File: config.mk
export PLATFORM = sky130hd
export DESIGN_NAME = snake_dir_input
export DESIGN_NICKNAME = d
export VERILOG_FILES = /design/src/rtl/snake_dir_input.sv
export SDC_FILE = /design/constraint.sdc
export NUM_CORES = 1
export LEC_CHECK = 0
export BUFFER_PORTS_ARGS = -buffer_cell sky130_fd_sc_hd__clkbuf_2
export CAP_MARGIN = 40
export CORE_AREA = 2 2 99 101
export DETAILED_ROUTE_END_ITERATION = 12
export DIE_AREA = 0 0 101 103
export GPL_TIMING_DRIVEN = 0
export PLACE_DENSITY = 0.78
export REMOVE_ABC_BUFFERS = 1
export SLEW_MARGIN = 0
export SYNTH_ARGS = -nofsm -noshare
export SYNTH_HDL_FRONTEND = slang
export SYNTH_SLANG_ARGS = --single-unit
File: constraint.sdc
create_clock -name clk -period 1.6 [get_ports clk]
set_input_delay 0.32 -clock clk [delete_from_list [all_inputs] [get_ports clk]]
set_output_delay 0.32 -clock clk [all_outputs]
set_load 0.05 [all_outputs]
File: src/rtl/snake_dir_input.sv
// Button front end for the snake game: synchronises and debounces four raw
// push-buttons, detects presses, filters out 180-degree reversals and turns
// accepted presses into one-hot direction pulses. It also tracks the heading.
//
// state | meaning
// IDLE  | no pulse driven; an accepted press or a pending request starts one
// PULSE | one-hot output held for HOLD_CYCLES; newer accepted presses queue in pending
module snake_dir_input #(
  parameter int         DEBOUNCE_CYCLES = 500000,
  parameter int         HOLD_CYCLES     = 1,
  parameter logic [1:0] INIT_DIR        = 2'd3
) (
  input  logic       clk,
  input  logic       reset,
  input  logic       btn_up,
  input  logic       btn_down,
  input  logic       btn_left,
  input  logic       btn_right,
  input  logic       game_over,
  output logic       up,
  output logic       down,
  output logic       left,
  output logic       right,
  output logic [1:0] heading,
  output logic       busy
);

  localparam int CW = $clog2(DEBOUNCE_CYCLES + 1);
  localparam logic [CW-1:0] CNT_TC = CW'(DEBOUNCE_CYCLES - 1);
  localparam int HW = (HOLD_CYCLES > 1) ? $clog2(HOLD_CYCLES) : 1;
  localparam logic [HW-1:0] HOLD_TC = HW'(HOLD_CYCLES - 1);

  typedef enum logic {IDLE, PULSE} state_t;

  // Bit index equals the direction code: 0=UP 1=DOWN 2=LEFT 3=RIGHT.
  logic [3:0]    raw;
  logic [3:0]    sync1, sync2;
  logic [3:0]    db, db_q, press;
  logic [CW-1:0] cnt [4];

  state_t        state;
  logic [3:0]    dir_out;
  logic [HW-1:0] hold_cnt;
  logic          pend_valid;
  logic [1:0]    pend_dir;

  logic          req_valid;
  logic [1:0]    req_dir;
  logic          accept;
  logic          issue;
  logic [1:0]    issue_dir;

  assign raw = {btn_right, btn_left, btn_down, btn_up};

  // Two-flop synchroniser per button.
  always_ff @(posedge clk or negedge reset) begin
    if (!reset) begin
      sync1 <= '0;
      sync2 <= '0;
    end else begin
      sync1 <= raw;
      sync2 <= sync1;
    end
  end

  // Debounce: the level follows sync only after DEBOUNCE_CYCLES differing cycles in a row.
  always_ff @(posedge clk or negedge reset) begin
    if (!reset) begin
      db <= '0;
      for (int i = 0; i < 4; i++) cnt[i] <= '0;
    end else begin
      for (int i = 0; i < 4; i++) begin
        if (sync2[i] == db[i]) begin
          cnt[i] <= '0;
        end else if (cnt[i] == CNT_TC) begin
          db[i]  <= sync2[i];
          cnt[i] <= '0;
        end else begin
          cnt[i] <= cnt[i] + 1'b1;
        end
      end
    end
  end

  // Registered press edges; presses seen while the game is over are discarded for good.
  always_ff @(posedge clk or negedge reset) begin
    if (!reset) begin
      db_q  <= '0;
      press <= '0;
    end else begin
      db_q  <= db;
      press <= db & ~db_q & {4{~game_over}};
    end
  end

  // Priority pick among simultaneous presses and reversal filtering against the heading.
  always_comb begin
    req_valid = |press;
    if (press[0])      req_dir = 2'd0;
    else if (press[1]) req_dir = 2'd1;
    else if (press[2]) req_dir = 2'd2;
    else               req_dir = 2'd3;
    // Same axis means either the current heading or its reversal.
    accept    = req_valid && !game_over && (req_dir[1] != heading[1]);
    issue     = accept || pend_valid;
    issue_dir = accept ? req_dir : pend_dir;
  end

  // Pulse sequencer with heading tracking and a one-deep pending slot.
  always_ff @(posedge clk or negedge reset) begin
    if (!reset) begin
      state      <= IDLE;
      dir_out    <= '0;
      busy       <= 1'b0;
      heading    <= INIT_DIR;
      hold_cnt   <= '0;
      pend_valid <= 1'b0;
      pend_dir   <= '0;
    end else if (game_over) begin
      state      <= IDLE;
      dir_out    <= '0;
      busy       <= 1'b0;
      hold_cnt   <= '0;
      pend_valid <= 1'b0;
    end else begin
      case (state)
        IDLE: begin
          if (issue) begin
            state      <= PULSE;
            heading    <= issue_dir;
            dir_out    <= 4'b0001 << issue_dir;
            busy       <= 1'b1;
            hold_cnt   <= '0;
            pend_valid <= 1'b0;
          end
        end
        PULSE: begin
          if (accept) begin
            pend_valid <= 1'b1;
            pend_dir   <= req_dir;
          end
          if (hold_cnt == HOLD_TC) begin
            state   <= IDLE;
            dir_out <= '0;
            busy    <= 1'b0;
          end else begin
            hold_cnt <= hold_cnt + 1'b1;
          end
        end
        default: state <= IDLE;
      endcase
    end
  end

  assign up    = dir_out[0];
  assign down  = dir_out[1];
  assign left  = dir_out[2];
  assign right = dir_out[3];

endmodule

* After elaboration in Yosys (flattened, before gate mapping)
Cells that the tools add are included.
Cells by class: add/sub/neg operators 5, equality and inequality tests 12, shifts and indexed selects 1, muxes and demuxes 31, bitwise operators 9, reductions and logical operators 13
Operators with widths (number):
- $mux W19 | 8
- $add A19 B1 Y19 const B | 4
- $eq A19 B19 Y1 const B | 4
- $reduce_and A2 Y1 | 7
- $mux W1 | 12
- $mux W4 | 3
- $and A4 B4 Y4 | 2
- $pmux W1 S2 | 4
- $pmux W4 S2 | 1
- $mux W2 | 3
- $ne A3 B3 Y1 const B | 2
- $not A1 Y1 | 6
- $eq A1 B1 Y1 | 4
- $not A4 Y4 | 1
- $reduce_or A4 Y1 | 1
- $shl A1 B2 Y4 const A | 1
- $ne A3 B2 Y1 const B | 1
- $reduce_and A3 Y1 | 1
- $logic_and A1 B1 Y1 | 2
- $add A1 B1 Y1 const B | 1
- $logic_not A1 Y1 | 1
- $logic_or A1 B1 Y1 | 1
- $ne A1 B1 Y1 | 1
Word-level totals: register bits after elaboration 108, bits of input ports 7, word-level logic and storage cells 90

* Logic depth before layout (Yosys ltp)
Gate-level depths: netlist of run 1.
depth after elaboration 10, gate-level depth with buffers 6, gate-level depth less buffers 5

* Worst setup path after synthesis of run 1
OpenSTA, ideal clock, no wires.
path type register -> register, start point register heading[1], end point register dir_out[0], arrival time 1.734 ns, required time 1.478 ns, setup slack -0.256 ns, stages on the path, launching flop included 5, path buffers 0, period minus slack after synthesis 1.856 ns, cell sequence dfstp_2 -> o21ba_2 -> a21boi_0 -> o21ai_0 -> a32o_1
Between the ends: cells in the longest elaborated chain, start to end 7, elaborated cells on any way between the ends 10, those cells by class eq/ne: 2; shift: 1; mux: 4; reduce/logical: 3
Ends and longest elaborated chain:
- from (decl) | RTL line 24 | output logic [1:0] heading,
- from (signal assigned) | RTL line 130 | heading <= issue_dir;
- $ne A1 B1 Y1 (*) | RTL line 104 | accept = req_valid && !game_over && (req_dir[1] != heading[1]);
- $logic_and A1 B1 Y1 (*) | RTL line 104
- $mux W2
- $shl A1 B2 Y4 | RTL line 131 | dir_out <= 4'b0001 << issue_dir;
- $mux W4 | RTL line 128 | if (issue) begin
- $pmux W4 S2 | RTL line 126 | case (state)
- $mux W4 | RTL line 119 | end else if (game_over) begin
- to (signal assigned) | RTL line 131
- to (decl) | RTL line 42 | logic [3:0] dir_out;
Mark *: on every way between the ends. The rest lies on a longest branch, timed or not. The select of a mux whose other input is x is not followed. A chain may end at the register's enable or synchronous reset.

* Worst setup path in the final report of run 1
start point register cnt[6] (netlist name), end point register cnt[8] (netlist name)
Between the ends: cells in the longest elaborated chain, start to end 3, elaborated cells on any way between the ends 4, those cells by class add/sub: 1; eq/ne: 1; mux: 2
Ends and longest elaborated chain:
- from (decl) | RTL line 39 | logic [CW-1:0] cnt [4];
- from (signal, indexed assignment) | RTL line 79 | cnt[i] <= cnt[i] + 1'b1;
- $add A19 B1 Y19 or $eq A19 B19 Y1 (tied branches) | RTL line 79, 75
- $mux W19 (*) | RTL line 75 | end else if (cnt[i] == CNT_TC) begin
- $mux W19 (*) | RTL line 73 | if (sync2[i] == db[i]) begin
Mark *: on every way between the ends. The rest lies on a longest branch, timed or not.

==> reports/summary.txt, run 1 <==
Initial drt markers -> 274
Critical Path End Type -> register
Antenna diodes -> 0
Number of synthesized register bits -> 107
Post-route DRC violation count -> 0
Setup Crit Path Kind -> reg2reg
VDD IR max -> 0.000496 V
Final worst path period need -> 1820 ps
CTS tree -> built
Reg clk slew, reported paths -> 100 ps
Total core area -> 9460 sq um
Row cnt -> 36
Ranking of synthesized cells by area -> dfrtp_1 (52%), xnor2_1 (6.8%), nor2_1 (5.8%), xor2_1 (3.1%), nand3_1 (3.0%)
# fillers -> 629
Syn Std Cell Area -> 5020 sq um
Layout cells sized above 1 -> 35.9%
Die width -> 101 um
WP data required -> 1870 ps
Initial antenna violation count -> 0
CP startpoint kind -> register
Cts hold-fix bufs -> 0
Worst Skew -> 4.68 ps
Slew @ Worst Pin -> 677 ps
Area Overhead vs Synth -> 29.0%
Drt total wl -> 12,000 um
Sink Count -> 107
Port Buffer Count -> 13
I/O Pins -> 14
Placement Setup Slack -> -538 ps
GPL Wtd Cong -> 0.881
Synth top area share -> 52.3%
Yosys warnings -> 0
EDFF count, synth -> 0
First-pass GRT wire length -> 18,400 um
Area post-placement -> 5200 sq um
Die height -> 103 um
Slew Limit Fails -> 0
Crit-path max FO -> 5
Failing checks -> negative hold slack, negative setup slack
Cell variety after synth -> 53
Final instance area -> 6480 sq um
Full die area -> 10,400 sq um
Routed via count -> 4,151
Placed cells -> 609
CP arrival -> 2090 ps
Post-Layout Cell Count -> 694
Core Util, Final -> 68.5%
Vias in the first global route -> 4,060
Post-DRT Antenna Nets -> 0
Mapped Cells -> 491
Routed vias/inst -> 5.98
Router iterations before antenna repair -> 4
FMAX -> 0.550 GHz
Final setup vio count -> 58
Final Hold Viols -> 1
Post-route clock period utilization -> 114%
Relative slew slack -> 54.8%
Syn_area_per_cell -> 10.2 sq um
Synth top cells by count -> dfrtp_1 (105), nor2_1 (78), xnor2_1 (39)
RSZ-0062 raised after global routing -> yes
DP HPWL -> 6140 um
Final WS setup -> -217 ps
Nets@finish -> 586
Top-count cell post-synth -> dfrtp_1
Sequential area share after synthesis -> 53.4%
Worst hold path type -> in2async
Worst-skew pair later-pin latency -> 370 ps
Initial Util -> 53.1%
Status -> complete, but fails checks
FFs w/ async S/R, synth -> 100%
GRT overflow -> 0
Post-synth top area cell -> dfrtp_1
Leakage -> 0.00264 uW
Design Power -> 5170 uW
Max_cap viols -> 0
Number of buffers created by CTS -> 9
H-tree levels -> 3
GRT Util Overall -> 22.2%
WHS -> -1.83 ps
Root Driver -> clkbuf_8
Largest net degree at the start of global routing -> 62
WL/cell -> 17.3 um
Clock Path Buffers -> 2
Pwr per Cell Area -> 797 nW/um^2
Main flop type after synthesis -> dfrtp_1
-- cell families after synthesis --
family | count (synthesis) | synth area share, %
flops | 107 | 53.4
simple gates | 237 | 24.2
compound gates | 57 | 8.10
mux | 5 | 1.10
buf+inv | 24 | 2.27
xor+xnor | 57 | 9.95
fa+ha+maj | 4 | 0.997
-- cell type report --
class                      count  area [sq um]  share of cell area [%]
sequential                   107          2710                    41.8
multi-input combinational    360          2660                    41.0
timing repair buffer          84           662                    10.2
tap                          114           143                    2.20
clock inverter                 7           139                    2.14
clock buffer                   9           124                    1.91
inverter                      13          48.8                   0.753
-- per-stage QoR --
stage | setup TNS (ps) | hold WS (ps)
floorplan | -9600 | 24.4
global placement | -154830 | 335
detailed placement | -29020 | 336
CTS | -505 | 15.1
global route | -7160 | 33.4
finish | -4730 | -1.83
-- worst max-delay path: stages, from the launching register on --
cell and delay (ps):
dfrtp_2 420, nor3b_2 190, nand4_1 310, o31ai_4 540, buf_6 210, nor2_4 30
-- sequential cells by signal, summed over array words and instances (netlist names) --
signal and count:
cnt 76, db 4, db_q 4, dir_out 4
press 4, sync1 4, sync2 4, heading 2
pend_dir 2, busy 1, pend_valid 1, state 1
-- routing by layer --
layer / GRT usage, % / wire, um
met5: 0 / 0
met4: 9.56 / 348
met1: 26.7 / 4900
met2: 38.9 / 6300
met3: 4.81 / 460
-- layout by cell type, fill, tap and decap left out, types with 3 or more instances in the layout --
master     netlist  layout
o21ai_0         12      11
ha_4             0       4
nor4_4           0       3
dfrtp_1        105      85
nor4_2           0      10
nor3b_1          5       4
xor2_1          18      18
or2_4            0       5
dfrtp_2          0      20
buf_6            2       7
or4_1            7       5
o31ai_1          7       7
bufinv_16        0       4
nand4_1         23      23
nor3_1          14      13
and4_4           0       5
and2_1           3       3
xnor2_1         39      39
mux2_4           0       3
clkbuf_2         2      11
buf_4            0      63
and3_1           3       3
nand3_1         30      24
nor2_1          78      61
inv_1           13      13
a21oi_1         18      10
nand3_2          0       6
nor4_1          19       6
nor2_2           0      10
nor2_4           0       7
clkbuf_8         0       9
or3_1            5       4
nand2_1         30      28
a21oi_2          0       8
-- path summary, 6_finish.rpt --
check,start,end,slack (ps),cells after the start
min,reset,cnt[49],-2,1
min reg2reg,sync1[0],sync2[0],360,0
max in group asynchronous,reset,heading[0],850,2
max,cnt[6],cnt[8],-220,5
min in group clk,btn_up,sync1[0],50,1
max reg2reg,cnt[6],cnt[8],-220,5
-- power breakdown --
group | switching [uW] | total [uW] | internal, uW
Combinational | 158 | 274 | 117
Clock | 919 | 2120 | 1200
Sequential | 37.5 | 2780 | 2740
Total | 1110 | 5170 | 4050
-- timing repair --
item,CTS,global route
pin swaps,34,35
gates resized for setup,56,70
endpoints found under the setup margin,83,83
cloned,0,0
setup buffers,53,16
Note: power is estimated with default switching activity, not from simulation.
==> run 2: changes to the inputs <==
==> config.mk (replaced) <==
export PLATFORM = sky130hd
export DESIGN_NAME = snake_dir_input
export DESIGN_NICKNAME = d
export VERILOG_FILES = /design/src/rtl/snake_dir_input.sv
export SDC_FILE = /design/constraint.sdc
export NUM_CORES = 1
export LEC_CHECK = 0
export CAP_MARGIN = 40
export CORE_AREA = 2 2 99 101
export CTS_CLUSTER_DIAMETER = 30
export DETAILED_ROUTE_END_ITERATION = 12
export DIE_AREA = 0 0 101 103
export DONT_BUFFER_PORTS = 1
export GPL_TIMING_DRIVEN = 0
export PLACE_DENSITY = 0.77
export REMOVE_ABC_BUFFERS = 1
export SYNTH_ARGS = -nofsm -noshare
export SYNTH_HDL_FRONTEND = slang
export SYNTH_SLANG_ARGS = --single-unit
==> reports/summary.txt, run 2 (same netlist as run 1, synthesis figures left out) <==
RSZ-0062 raised after global routing -> yes (unchanged)
Layout cells sized above 1 -> 37.9% (was 35.9%)
Post-route clock period utilization -> 114% (about the same)
Status -> complete, but fails checks (unchanged)
Sw Ratio -> 22.9% (was 21.6%)
Internal -> 3630 uW (was 4050 uW)
Worst-skew pair later-pin latency -> 370 ps (about the same)
Relative slew slack -> 67.6% (was 54.8%)
Max_cap viols -> 0 (unchanged)
Routed via count -> 4,149 (was 4,151)
Slew @ Worst Pin -> 487 ps (was 677 ps)
I/O Pins -> 14 (unchanged)
Clk pwr share -> 35.9% (was 41.0%)
Core Util, Final -> 69.1% (was 68.5%)
WL/cell -> 18.0 um (was 17.3 um)
Worst Skew -> 10.2 ps (was 4.68 ps)
Met2 routed WL -> 6690 um (was 6300 um)
Pwr per Cell Area -> 720 nW/um^2 (was 797 nW/um^2)
Leakage -> 0.00254 uW (was 0.00264 uW)
First-pass GRT wire length -> 17,600 um (was 18,400 um)
Commonest non-fill, non-tap cell in the layout -> dfrtp_1 (unchanged)
Number of buffers created by CTS -> 9 (unchanged)
Antenna diodes -> 0 (unchanged)
Crit path largest cell delay -> 560 ps (was 540 ps)
Vias in the first global route -> 3,942 (was 4,060)
FMAX -> 0.550 GHz (about the same)
Final Hold Viols -> 107 (was 1)
Reg clk slew, reported paths -> 100 ps (about the same)
Post-route DRC violation count -> 0 (unchanged)
Sink Count -> 107 (unchanged)
Failing checks -> negative hold slack, negative setup slack (unchanged)
Nets@finish -> 579 (was 586)
Full die area -> 10,400 sq um (unchanged)
CP startpoint kind -> register (unchanged)
Reg power frac -> 59.1% (was 53.7%)
Initial Util -> 53.1% (unchanged)
Max Used Layer -> met4 (unchanged)
Largest net degree at the start of global routing -> 108 (was 62)
Post-Layout Cell Count -> 687 (was 694)
Met1 WL -> 4910 um (was 4900 um)
Combinational power share -> 5.0% (was 5.3%)
Initial drt markers -> 215 (was 274)
CP arrival -> 2130 ps (was 2090 ps)
Clock Path Buffers -> 2 (unchanged)
GRT overflow -> 0 (unchanged)
GPL Wtd Cong -> 0.872 (was 0.881)
Placed cells -> 595 (was 609)
GRT Util Overall -> 21.1% (was 22.2%)
Initial antenna violation count -> 0 (unchanged)
WHS -> -373 ps (was -1.83 ps)
Row cnt -> 36 (unchanged)
Crit-path max FO -> 8 (was 5)
Sw Pwr -> 1080 uW (was 1110 uW)
Number of flip-flops in the largest register -> 76 (unchanged)
Met3 wire len -> 534 um (was 460 um)
Die height -> 103 um (unchanged)
Drt total wl -> 12,400 um (was 12,000 um)
Final worst path period need -> 1820 ps (about the same)
Critical Path End Type -> register (unchanged)
VDD IR max -> 0.000402 V (was 0.000496 V)
Area Overhead vs Synth -> 30.2% (was 29.0%)
Setup Crit Path Kind -> reg2reg (unchanged)
Routed vias/inst -> 6.04 (was 5.98)
WP data required -> 1910 ps (was 1870 ps)
Most frequent cells in the layout -> dfrtp_1 (82), buf_4 (61), xnor2_1 (39) (was dfrtp_1 (85), buf_4 (63), nor2_1 (61))
H-tree levels -> 3 (unchanged)
Final setup vio count -> 75 (was 58)
Worst hold path type -> in2async (unchanged)
Slowest-stage cell, CP -> dfstp_4 (was o31ai_4)
Most flop-heavy register -> cnt (unchanged)
Total core area -> 9460 sq um (unchanged)
DP HPWL -> 5780 um (was 6140 um)
Root Driver -> clkbuf_8 (unchanged)
Router iterations before antenna repair -> 4 (unchanged)
Slew Limit Fails -> 0 (unchanged)
Port Buffer Count -> 0 (was 13)
Post-DRT Antenna Nets -> 0 (unchanged)
CTS tree -> built (unchanged)
Final WS setup -> -219 ps (was -217 ps)
Cell breakdown of the critical path -> or4b_1 -> a211o_1 -> a21bo_2 -> a22o_1 (was nor3b_2 -> nand4_1 -> o31ai_4 -> buf_6 -> nor2_4)
Die width -> 101 um (unchanged)
[run 2: changes by cell type in the layout (fill, tap and decap cells not counted), moves of 3 or more]
cell,change
dfrtp_2,+3
nor2_2,+12
clkbuf_2,-11
dlygate4sd3_1,+6
nor2_1,-23
nor2_4,+11
bufinv_16,-3
dfrtp_1,-3
[run 2: final cells by class]
class | instances | area, sq um
clock inverters | 4 | 48.8
clock buffers | 12 | 145
flip-flops and latches | 107 | 2710
well taps | 114 | 143
multi-input cells | 360 | 2790
fillers | 627 | 2930
inverters | 13 | 48.8
repair buffers | 77 | 643
[run 2: what timing repair did]
action | in CTS | in global routing
hold endpoints to repair | 112 | 108
resized for setup | 48 | 121
setup endpoints to repair | 86 | 82
hold buffers | 5 | 1
setup buffers | 42 | 26
gates cloned | 0 | 2
pin swaps | 27 | 49
[run 2: stage by stage]
| stage | area [sq um] | worst slack [ps] | setup TNS, ps | power, uW |
|---|---|---|---|---|
| after global routing | 6530 | -276 | -11710 | 4870 |
| after detailed placement | 5100 | -516 | -31350 | 2920 |
| after floorplan | 4950 | -256 | -9600 | 2890 |
| final | 6530 | -219 | -6600 | 4700 |
| after CTS | 5880 | -183 | -921 | 4620 |
| after global placement | 5100 | -597 | -33280 | 2910 |
[run 2: metal layers]
layer,global-route usage (%),vias to the layer above
li1,-,1896
met1,25.8,2106
met2,35.9,118
met3,5.49,29
met4,8.84,0
met5,0,-
[run 2: final timing paths]
check,startpoint,cells past startpoint,slack [ps],endpoint
setup reg to reg,heading[1],4,-220,dir_out[3]
min in group clk,game_over,1,0,press[3]
max in group asynchronous,reset,0,1780,heading[0]
setup / recovery,heading[1],4,-220,dir_out[3]
hold reg to reg,sync1[0],0,360,sync2[0]
hold / removal,reset,0,-370,cnt[46]
[run 2: power groups by stage]
stage,combinational (uW),sequential [uW],clock [uW]
floorplan,75.1,2820,0
global placement,89.9,2820,0
detailed placement,96.7,2830,0
CTS,168,2770,1680
global route,257,2790,1830
finish,237,2780,1690
[run 2: critical path: cells and delay by family (launching register included)]
| kind | cells | cell delay [ps] |
|---|---|---|
| compound gates | 3 | 710 |
| flops | 1 | 560 |
| simple gates | 1 | 490 |
==> run 3: changes to the inputs <==
--- a/config.mk
+++ b/config.mk
@@ -6,13 +6,14 @@
 export NUM_CORES = 1
 export LEC_CHECK = 0
 export CAP_MARGIN = 40
-export CORE_AREA = 2 2 99 101
+export CORE_AREA = 2 2 95 106
 export CTS_CLUSTER_DIAMETER = 30
 export DETAILED_ROUTE_END_ITERATION = 12
-export DIE_AREA = 0 0 101 103
+export DIE_AREA = 0 0 97 108
 export DONT_BUFFER_PORTS = 1
 export GPL_TIMING_DRIVEN = 0
-export PLACE_DENSITY = 0.77
+export MAX_ROUTING_LAYER = met4
+export PLACE_DENSITY = 0.76
 export REMOVE_ABC_BUFFERS = 1
 export SYNTH_ARGS = -nofsm -noshare
 export SYNTH_HDL_FRONTEND = slang
==> reports/summary.txt, run 3 (same netlist as run 1, synthesis figures left out) <==
Area Overhead vs Synth -> 30.1% (was 30.2%)
WP data required -> 1880 ps (was 1910 ps)
Antenna diodes -> 0 (unchanged)
Initial Util -> 53.9% (was 53.1%)
Max_cap viols -> 0 (unchanged)
GRT overflow -> 0 (unchanged)
Crit-path max FO -> 5 (was 8)
Largest net degree at the start of global routing -> 108 (unchanged)
Die height -> 108 um (was 103 um)
Status -> complete, but fails checks (unchanged)
Setup Crit Path Kind -> reg2reg (unchanged)
Post-route DRC violation count -> 0 (unchanged)
Final Hold Viols -> 107 (unchanged)
Vias in the first global route -> 3,881 (was 3,942)
FF-to-FF setup slack -> -200 ps (was -220 ps)
Final WS setup -> -203 ps (was -219 ps)
Worst-skew pair later-pin latency -> 390 ps (was 370 ps)
Clock Path Buffers -> 2 (unchanged)
Die width -> 97 um (was 101 um)
Initial antenna violation count -> 0 (unchanged)
Row cnt -> 37 (was 36)
Total core area -> 9310 sq um (was 9460 sq um)
Slew @ Worst Pin -> 493 ps (was 487 ps)
Router iterations before antenna repair -> 7 (was 4)
First-pass GRT wire length -> 17,900 um (was 17,600 um)
Commonest non-fill, non-tap cell in the layout -> dfrtp_1 (unchanged)
Number of flip-flops in the largest register -> 76 (unchanged)
Most flop-heavy register -> cnt (unchanged)
Crit path largest cell delay -> 420 ps (was 560 ps)
WL/cell -> 18.1 um (was 18.0 um)
Reg clk slew, reported paths -> 110 ps (was 100 ps)
DP HPWL -> 5870 um (was 5780 um)
Initial drt markers -> 260 (was 215)
Drt total wl -> 12,500 um (was 12,400 um)
H-tree levels -> 3 (unchanged)
Layout cells sized above 1 -> 38.0% (was 37.9%)
Worst Skew -> 12.7 ps (was 10.2 ps)
Relative slew slack -> 67.2% (was 67.6%)
Cts hold-fix bufs -> 5 (unchanged)
Pwr per Cell Area -> 738 nW/um^2 (was 720 nW/um^2)
Failing checks -> negative hold slack, negative setup slack (unchanged)
VDD IR max -> 0.000725 V (was 0.000402 V)
GRT Util Overall -> 21.7% (was 21.1%)
Placement Setup Slack -> -508 ps (was -516 ps)
Slowest-stage cell, CP -> dfrtp_1 (was dfstp_4)
Critical Path End Type -> register (unchanged)
CP startpoint kind -> register (unchanged)
RSZ-0062 raised after global routing -> yes (unchanged)
Most frequent cells in the layout -> dfrtp_1 (81), buf_4 (60), nor2_1 (40) (was dfrtp_1 (82), buf_4 (61), xnor2_1 (39))
Routed vias/inst -> 6.02 (was 6.04)
GPL Wtd Cong -> 0.863 (was 0.872)
Root Driver -> clkbuf_8 (unchanged)
Worst hold path type -> in2async (unchanged)
Leakage -> 0.00258 uW (was 0.00254 uW)
FMAX -> 0.555 GHz (was 0.550 GHz)
Cell breakdown of the critical path -> nor4b_2 -> nand4_1 -> buf_4 -> o41ai_4 -> buf_2 -> nor2_1 (was or4b_1 -> a211o_1 -> a21bo_2 -> a22o_1)
Slew Limit Fails -> 0 (unchanged)
Port Buffer Count -> 0 (unchanged)
CP arrival -> 2080 ps (was 2130 ps)
Post-route clock period utilization -> 113% (was 114%)
Full die area -> 10,500 sq um (was 10,400 sq um)
Nets@finish -> 583 (was 579)
Routed via count -> 4,177 (was 4,149)
WHS -> -386 ps (was -373 ps)
Final worst path period need -> 1800 ps (was 1820 ps)
I/O Pins -> 14 (unchanged)
Number of buffers created by CTS -> 9 (unchanged)
Final setup vio count -> 77 (was 75)
Post-DRT Antenna Nets -> 0 (unchanged)
Design Power -> 4820 uW (was 4700 uW)
Sink Count -> 107 (unchanged)
CTS tree -> built (unchanged)
-- run 3: cell count changes in the layout (fill, tap and decap cells not counted), sizes merged --
cell	before	now
buf	71	74
dlygate4sd3	6	5
inv	14	19
clkinv	2	0
clkbuf	12	11
-- run 3: final cells by class --
type                            count  area, sq um
Sequential cell                   107         2710
Clock inverter                      7         87.6
Clock buffer                        9          124
Inverter                           13         48.8
Fill cell                         610         2780
Tap cell                          117          146
Timing Repair Buffer               81          714
Multi-Input combinational cell    360         2690
-- run 3: worst paths after layout --
check	start	endpoint	depth (start not counted)
worst max-delay path	cnt[29]	cnt[24]	6
worst min-delay path	reset	cnt[70]	0
worst max register to register	cnt[29]	cnt[24]	6
worst min register to register	sync1[0]	sync2[0]	0
max in group asynchronous	reset	heading[0]	0
min in group clk	game_over	state	2
-- run 3: repair_timing --
item,CTS,global route
pin swaps,32,48
setup buffers,37,32
resized for setup,53,105
endpoints found under the setup margin,85,82
cloned,1,5
hold endpoints to repair,115,107
-- run 3: power breakdown --
group          internal [uW]  switching (uW)
clock                    768            1010
sequential              2740            38.3
combinational            133             128
total                   3640            1180
-- run 3: through the flow --
step                util [%]  instances  TNS (ps)  area, sq um
detailed placement      54.9        598    -28300         5110
finish                  70.2        694     -6420         6530
CTS                     63.0        657      -909         5860
global placement        54.8        597    -31150         5100
floorplan                  -        480     -9600         4950
global route            70.2        694    -10760         6530
-- run 3: per-layer routing --
| layer | up-vias | track usage, % | part of all wire [%] |
|---|---|---|---|
| met4 | 0 | 8.95 | 3.0 |
| met1 | 2081 | 24.8 | 39 |
| met2 | 135 | 38.2 | 54 |
| met3 | 47 | 3.81 | 3.9 |
| met5 | - | - | 0 |
| li1 | 1914 | - | - |
-- run 3: worst max-delay path: cells and delay by family, from the launching register on --
| kind | cells | cell delay [ps] |
|---|---|---|
| buffers and inverters | 2 | 420 |
| AO/OA/AOI/OAI | 1 | 300 |
| AND/OR/NAND/NOR | 3 | 560 |
| flip-flops | 1 | 420 |
